--- src/rtl/game_input_pkg.sv ---
// Shared definitions between the key conditioner and game_top.
package game_input_pkg;

    localparam int KEY_LEFT  = 0;
    localparam int KEY_SHOOT = 1;
    localparam int KEY_RIGHT = 3;

    typedef struct packed {
        logic lvl;
        logic press;
        logic rel;
        logic rpt;
    } key_events_t;

endpackage

--- src/rtl/key_debounce_channel.sv ---
// One key: 2-flop synchroniser, tick-based debounce, press/release edges
// and hold-to-repeat, all driven by the shared 1 ms tick.
module key_debounce_channel
    import game_input_pkg::*;
#(
    parameter int debounce_ms      = 10,
    parameter int repeat_delay_ms  = 400,
    parameter int repeat_period_ms = 100
) (
    input  logic        clk,
    input  logic        rst,
    input  logic        i_key,
    input  logic        i_tick,
    output key_events_t o_ev
);

    localparam int DB_W = $clog2(debounce_ms + 1);
    localparam int RP_W = $clog2(repeat_delay_ms + 1);
    localparam logic [DB_W-1:0] DB_LAST   = DB_W'(debounce_ms - 1);
    localparam logic [RP_W-1:0] RP_LAST   = RP_W'(repeat_delay_ms - 1);
    localparam logic [RP_W-1:0] RP_RELOAD = RP_W'(repeat_delay_ms - repeat_period_ms);

    logic            r_meta;
    logic            r_key_s;
    logic            r_level;
    logic [DB_W-1:0] r_db_cnt;
    logic            r_press;
    logic            r_release;
    logic [RP_W-1:0] r_rpt_cnt;
    logic            r_repeat;

    logic w_differs;
    logic w_flip;
    logic w_rise;
    logic w_fall;

    // The level flips on the tick that completes debounce_ms stable ticks.
    always_comb begin
        w_differs = (r_key_s != r_level);
        w_flip    = w_differs && i_tick && (r_db_cnt == DB_LAST);
        w_rise    = w_flip && !r_level;
        w_fall    = w_flip && r_level;
    end

    always_ff @(posedge clk) begin
        if (rst) begin
            r_meta  <= 1'b0;
            r_key_s <= 1'b0;
        end else begin
            r_meta  <= i_key;
            r_key_s <= r_meta;
        end
    end

    always_ff @(posedge clk) begin
        if (rst) begin
            r_level   <= 1'b0;
            r_db_cnt  <= '0;
            r_press   <= 1'b0;
            r_release <= 1'b0;
        end else begin
            r_press   <= w_rise;
            r_release <= w_fall;
            if (!w_differs) begin
                r_db_cnt <= '0;
            end else if (w_flip) begin
                r_db_cnt <= '0;
                r_level  <= !r_level;
            end else if (i_tick) begin
                r_db_cnt <= r_db_cnt + DB_W'(1);
            end
        end
    end

    // Suppressed on the falling tick so no repeat coincides with the release pulse.
    always_ff @(posedge clk) begin
        if (rst) begin
            r_rpt_cnt <= '0;
            r_repeat  <= 1'b0;
        end else if (!r_level || w_fall || r_press) begin
            r_rpt_cnt <= '0;
            r_repeat  <= 1'b0;
        end else if (i_tick && (r_rpt_cnt == RP_LAST)) begin
            r_rpt_cnt <= RP_RELOAD;
            r_repeat  <= 1'b1;
        end else begin
            if (i_tick) begin
                r_rpt_cnt <= r_rpt_cnt + RP_W'(1);
            end
            r_repeat <= 1'b0;
        end
    end

    always_comb begin
        o_ev.lvl   = r_level;
        o_ev.press = r_press;
        o_ev.rel   = r_release;
        o_ev.rpt   = r_repeat;
    end

endmodule

--- src/rtl/game_key_conditioner.sv ---
// Turns raw board keys into debounced levels and one-cycle press/release/repeat
// pulses for game_top; owns the shared 1 ms tick.
module game_key_conditioner
    import game_input_pkg::*;
#(
    parameter int clk_mhz          = 50,
    parameter int w_key            = 4,
    parameter int tick_cycles      = clk_mhz * 1000,
    parameter int debounce_ms      = 10,
    parameter int repeat_delay_ms  = 400,
    parameter int repeat_period_ms = 100
) (
    input  logic             clk,
    input  logic             rst,
    input  logic [w_key-1:0] key,
    output logic [w_key-1:0] key_level,
    output logic [w_key-1:0] key_press,
    output logic [w_key-1:0] key_release,
    output logic [w_key-1:0] key_repeat,
    output logic             any_press
);

    localparam int TK_W = (tick_cycles > 1) ? $clog2(tick_cycles) : 1;
    localparam logic [TK_W-1:0] TK_LAST = TK_W'(tick_cycles - 1);

    if (debounce_ms < 1) begin : g_bad_debounce
        $error("game_key_conditioner: debounce_ms must be at least 1");
    end
    if (repeat_period_ms < 1) begin : g_bad_period
        $error("game_key_conditioner: repeat_period_ms must be at least 1");
    end
    if (repeat_delay_ms <= repeat_period_ms) begin : g_bad_delay
        $error("game_key_conditioner: repeat_delay_ms must exceed repeat_period_ms");
    end

    logic [TK_W-1:0] r_tick_cnt;
    logic            w_tick;
    key_events_t     w_ev [w_key];

    assign w_tick = (r_tick_cnt == TK_LAST);

    always_ff @(posedge clk) begin
        if (rst) begin
            r_tick_cnt <= '0;
        end else if (w_tick) begin
            r_tick_cnt <= '0;
        end else begin
            r_tick_cnt <= r_tick_cnt + TK_W'(1);
        end
    end

    for (genvar gi = 0; gi < w_key; gi++) begin : g_key
        key_debounce_channel #(
            .debounce_ms      (debounce_ms),
            .repeat_delay_ms  (repeat_delay_ms),
            .repeat_period_ms (repeat_period_ms)
        ) u_chan (
            .clk    (clk),
            .rst    (rst),
            .i_key  (key[gi]),
            .i_tick (w_tick),
            .o_ev   (w_ev[gi])
        );
        assign key_level[gi]   = w_ev[gi].lvl;
        assign key_press[gi]   = w_ev[gi].press;
        assign key_release[gi] = w_ev[gi].rel;
        assign key_repeat[gi]  = w_ev[gi].rpt;
    end

    // Built from registered press bits, so it is glitch-free and aligned with key_press.
    assign any_press = |key_press;

endmodule

--- config.mk ---
export PLATFORM = sky130hd
export DESIGN_NAME = game_key_conditioner
export DESIGN_NICKNAME = d
export VERILOG_FILES = /design/src/rtl/game_input_pkg.sv /design/src/rtl/key_debounce_channel.sv /design/src/rtl/game_key_conditioner.sv
export SDC_FILE = /design/constraint.sdc
export NUM_CORES = 1
export LEC_CHECK = 0
export BUFFER_PORTS_ARGS = -buffer_cell sky130_fd_sc_hd__buf_2
export CORE_UTILIZATION = 55
export CTS_BUF_LIST = sky130_fd_sc_hd__clkbuf_2 sky130_fd_sc_hd__clkbuf_4 sky130_fd_sc_hd__clkbuf_8
export CTS_CLUSTER_SIZE = 30
export DETAILED_ROUTE_END_ITERATION = 7
export PLACE_DENSITY = 0.69
export SLEW_MARGIN = 0
export SYNTH_ARGS = -nofsm -noshare
export SYNTH_HDL_FRONTEND = slang
export SYNTH_SLANG_ARGS = --single-unit
--- constraint.sdc ---
create_clock -name clk -period 4.75 [get_ports clk]
set_input_delay 0.2375 -clock clk [delete_from_list [all_inputs] [get_ports clk]]
set_output_delay 0.2375 -clock clk [all_outputs]
set_load 0.01 [all_outputs]
Word-level counts from Yosys, hierarchy flattened
Cells that the tools add are included.
{ "totals": {"ff_bits": 92, "input_bits": 6, "wordCells": 129} }
{ "classes": {"addsub": 9, "n_eq_ne": 13, "n_mux": 12, "n_bitwise": 4, "reduce_logical": 54} }
{ "ops": {"columns": ["operator", "n"], "rows": [
  ["9-bit two-way mux", 8],
  ["9-bit by 1-bit adder with 9-bit output (second input constant)", 4],
  ["9-bit == test (second input constant)", 4],
  ["3-bit OR reduction", 8],
  ["1-bit logical AND", 20],
  ["16-bit by 1-bit adder with 16-bit output (second input constant)", 1],
  ["4-bit by 1-bit adder with 4-bit output (second input constant)", 4],
  ["16-bit == test (second input constant)", 1],
  ["4-bit == test (second input constant)", 4],
  ["2-bit OR reduction", 5],
  ["1-bit logical OR", 8],
  ["2-bit AND reduction", 4],
  ["2-bit nonzero test", 4],
  ["1-bit logical NOT", 4],
  ["1-bit two-way mux", 4],
  ["1-bit != test", 4],
  ["1-bit NOT", 4],
  ["4-bit OR reduction", 1]
]} }

Logic depth before layout (Yosys ltp)
{ "depth": {"depth_word": 7, "ltp_mapped": 8} }

Cells and area by module
A second synthesis with hierarchy kept.
{ "hier_totals": {"cells_unflattened": 413, "hier_area_um2": 4037.6} }
{ "modules_own_cells": {"columns": ["mod", "instances", "cells_each", "area_per_inst_um2"], "rows": [
  ["key_debounce_channel", 4, 83, 829.5],
  ["game_key_conditioner", 1, 81, 719.4]
]} }

Worst setup path before layout
OpenSTA, ideal clock, no wires.
{ "synth_path": {"path_kind": "reg-to-reg", "startpoint": "reg r_tick_cnt[10]", "endpoint": "reg g_key[0].u_chan.r_rpt_cnt[8]", "setup_ns": 0.125, "arrival_ns": 2.253, "slack_ns": 2.373, "stages_incl_launch_ff": 7, "path_buffers": 1, "synth_period_minus_slack_ns": 2.377, "cell_sequence": "dfxtp_1 > or4_4 > or4_1 > buf_2 > or4_1 > xor2_1 > nor2_2"} }
{ "synth_via": {"elab_chain_cells": 7, "word_cells_on_any_way": 10, "cone_classes": "eq/ne: 1; mux: 1; reduce/logical: 8"} }
{ "synth_lines": {"columns": ["element", "line", "text"], "rows": [
  ["from (decl)", "game_key_conditioner.sv:36", "logic [TK_W-1:0] r_tick_cnt;"],
  ["from (signal assigned)", "game_key_conditioner.sv:48", "r_tick_cnt <= r_tick_cnt + TK_W'(1);"],
  ["16-bit == test (*)", "game_key_conditioner.sv:40", "assign w_tick = (r_tick_cnt == TK_LAST);"],
  ["1-bit logical AND (2 in a row)", "key_debounce_channel.sv:40", "w_flip = w_differs && i_tick && (r_db_cnt == DB_LAST);"],
  ["1-bit logical AND", "key_debounce_channel.sv:42", "w_fall = w_flip && r_level;"],
  ["1-bit logical OR (2 in a row)", "key_debounce_channel.sv:80", "end else if (!r_level || w_fall || r_press) begin"],
  ["2-bit OR reduction (no source line)", null, null],
  ["to (signal assigned)", "key_debounce_channel.sv:88", "r_rpt_cnt <= r_rpt_cnt + RP_W'(1);"],
  ["to (decl)", "key_debounce_channel.sv:29", "logic [RP_W-1:0] r_rpt_cnt;"]
]} }
Every way passes the cells marked *; elsewhere a longest branch is shown, timed or not.
A chain may end at the register's enable or synchronous reset.

Worst setup path after layout
Ends and elaborated chain as after synthesis.

==> impl_metrics.csv <==
group,metric,value,unit
status,status,"completed",
cts,cts-buffers-inserted,9,
global_routing,grt_antenna_before_repair,0,
timing,setup_viol,0,
timing,finalHoldViolCount,0,
cts,ctsHtreeMaxLevel,3,
die,die_area,0.00788,mm²
die,core_area,0.00725,mm²
worst_setup_path,critPathRequiredTime,4.99,ns
pwr,p_per_area,298,mW/mm²
final_layout,syn_to_final_growth,6.98,%
synthesis,synth_cell_type_count,38,
timing,period_needed,2.87,ns
synthesis,ys.warnings.count,0,
synthesis,syn_nets,495,
global_routing,grt_overflow,0,
cts,clk-insertion-delay-late,0.36,ns
timing,grt_setup_unrepaired,"false",
worst_setup_path,start_kind,"flop",
timing,tightestPinTransition,1.03,ns
die,start_util,57.1,%
timing,holdWs,0.0817,ns
worst_setup_path,path_cells,"or4_4, or4_1, or4_1, xor2_1, nor2_2",
synthesis,seq_area_frac_synth,44.5,%
synthesis,synth_cells,476,
worst_setup_path,cpPeakStageDelay,0.91,ns
place,place_inst,571,
min_path,hold_path.class,"in -> reg",
routing,num_vias,3223,
place,hpwl,5480,µm
place,gp_congestion,0.807,
worst_setup_path,cpMostUsedCell,"or4_1",
routing,final_antenna_net_count,0,
synthesis,async_reset_ff_share,0,%
routing,vias_per_cell,5.49,
timing,fmax,348,MHz
final_layout,diodes,0,
die,die_height,88.8,µm
cts,clock_path_buffers,2,
cts,cts_tree,"built",
global_routing,grt_first_pass_wirelength,13300,µm
pwr,irDropWorstVdd,0.218,mV
routing,drt-pass1-iter-count,4,
cts,cts_resized,0,
timing,fin_crit_sh,60.5,%
die,io_pins,23,
final_layout,nets,502,
routing,wl_per_cell,13.4,µm
worst_setup_path,reg2reg_slack,1.88,ns
timing,setup_ws,1.88,ns
worst_setup_path,slowest_stage,"or4_1",
die,row_count,31,
worst_setup_path,worstPathArrival,3.12,ns
routing,drc,0,
flow_run,maxCapViolations,0,
worst_setup_path,endpoint_kind,"flop",
cts,root_buffer,"clkbuf_8",
routing,finalWirelength,7860,µm
global_routing,track_usage,21.9,%
synthesis,syn_area,0.00414,mm²
final_layout,postLayoutCoreUtil,61.1,%
final_layout,fin_area,0.00443,mm²
worst_setup_path,path_max_fanout,25,
synthesis,synth_edf_count,0,
timing,slew_violations,0,
cts,cts.sinks,92,
global_routing,grt_start_max_net_pins,26,
timing,slew_headroom,31.1,%
place,placed_area,0.00423,mm²
timing,skew,0.0126,ns
worst_setup_path,critPathKind,"reg -> reg",
routing,drtIter0Drc,140,
global_routing,grt_pass1_vias,2962,
pwr,p_total,1.32,mW
final_layout,fin_cells,587,
cts,post_cts_buffers,0,
die,die_x,88.8,µm
pwr,p_leak,1.66,nW
timing,tns,0,ns
cts,cts_hold_buffers,0,
synthesis,synth.avg_cell_area,8.70,µm²
place,port_buffers,22,
cts,cts.clk_slew.worst_paths,0.09,ns
synthesis,synth_seq_cells,92,
synthesis,ys.flop_type,"dfxtp_1",
place,dp_slack,1.90,ns
final_layout,drive_gt1_share,10.2,%
## state kept, by name (all words and copies together) (netlist names)
| register | cells |
|---|---|
| g_key.u_chan.r_meta | 4 |
| g_key.u_chan.r_rpt_cnt | 36 |
| g_key.u_chan.r_press | 4 |
| r_tick_cnt | 16 |
| g_key.u_chan.r_repeat | 4 |
| g_key.u_chan.r_level | 4 |
| g_key.u_chan.r_release | 4 |
| g_key.u_chan.r_db_cnt | 16 |
| g_key.u_chan.r_key_s | 4 |
## where the power goes
group          total (mW)  switching [mW]  internal (mW)
clock network       0.524           0.268          0.256
logic              0.0172         0.00996        0.00723
registers           0.779         0.00324          0.776
## critical path: cells and delay by family (launching register included)
| family | cells | cell delay, ns |
|---|---|---|
| AND/OR/NAND/NOR | 4 | 2.19 |
| flip-flops | 1 | 0.38 |
| XOR/XNOR | 1 | 0.18 |
## metal layers
metal | up-vias | share of wire [%] | global-route usage [%]
li1 | 1652 | - | -
met1 | 1511 | 48 | 27.5
met2 | 54 | 48 | 36.5
met3 | 6 | 3.2 | 5.60
met4 | 0 | 0.64 | 7.77
met5 | - | 0 | 0
## cells in the final DEF, fill, tap and decap left out, types with 9 or more instances in the layout
master / synthesis / final
dfxtp_1: 92 / 92
or3_1: 11 / 11
clkbuf_8: 0 / 10
nor2b_1: 9 / 9
a21oi_1: 36 / 36
nand3_1: 24 / 24
buf_2: 4 / 22
xnor2_1: 13 / 13
nor3_1: 17 / 17
ha_1: 13 / 13
xor2_1: 29 / 29
nand4_1: 15 / 15
nor2_1: 56 / 56
and3_1: 22 / 22
nand2_1: 51 / 51
## cell usage after synthesis, types with 3 or more instances
cell,n,area [µm²]
a211oi_1,7,52.6
a21oi_1,36,180
and2_1,3,18.8
and3_1,22,138
buf_2,4,20.0
buf_4,16,120
clkbuf_1,8,30.0
dfxtp_1,92,1840
ha_1,13,163
inv_1,7,26.3
nand2_1,51,191
nand2b_1,3,18.8
nand3_1,24,120
nand4_1,15,93.8
nand4b_1,4,35.0
nor2_1,56,210
nor2b_1,9,56.3
nor3_1,17,85.1
nor4_2,3,37.5
nor4b_1,3,26.3
o211a_1,4,40.0
o21ai_0,4,20.0
or2_2,4,25.0
or3_1,11,68.8
or4_1,3,22.5
xnor2_1,13,114
xor2_1,29,254
## area by class of cell
cell class                      instances  area [µm²]
Clock buffer                           10         138
Timing Repair Buffer                   24         125
Fill cell                             681        2820
Tap cell                               99         124
Multi-Input combinational cell        349        2110
Clock inverter                          6        63.8
Inverter                                7        26.3
Sequential cell                        92        1840
## path summary, 6_finish.rpt
kind / from / end / cells past startpoint
worst max-delay path: r_tick_cnt[10] / g_key[0].u_chan.r_rpt_cnt[8] / 5
worst min register to register: g_key[2].u_chan.r_meta / g_key[2].u_chan.r_key_s / 1
worst min-delay path: key[3] / g_key[3].u_chan.r_meta / 2
worst max register to register: r_tick_cnt[10] / g_key[0].u_chan.r_rpt_cnt[8] / 5
## logic make-up after synthesis
| group | Yosys count | synth area share (%) |
|---|---|---|
| and+or+nand+nor | 237 | 29.7 |
| AOI/OAI and AO/OA | 55 | 7.79 |
| xor gates and xnor gates | 42 | 8.88 |
| muxes | 2 | 0.483 |
| adders and majority gates | 13 | 3.93 |
| buffers and inverters | 35 | 4.74 |
| DFF | 92 | 44.5 |
(Power assumes the default switching activity.)
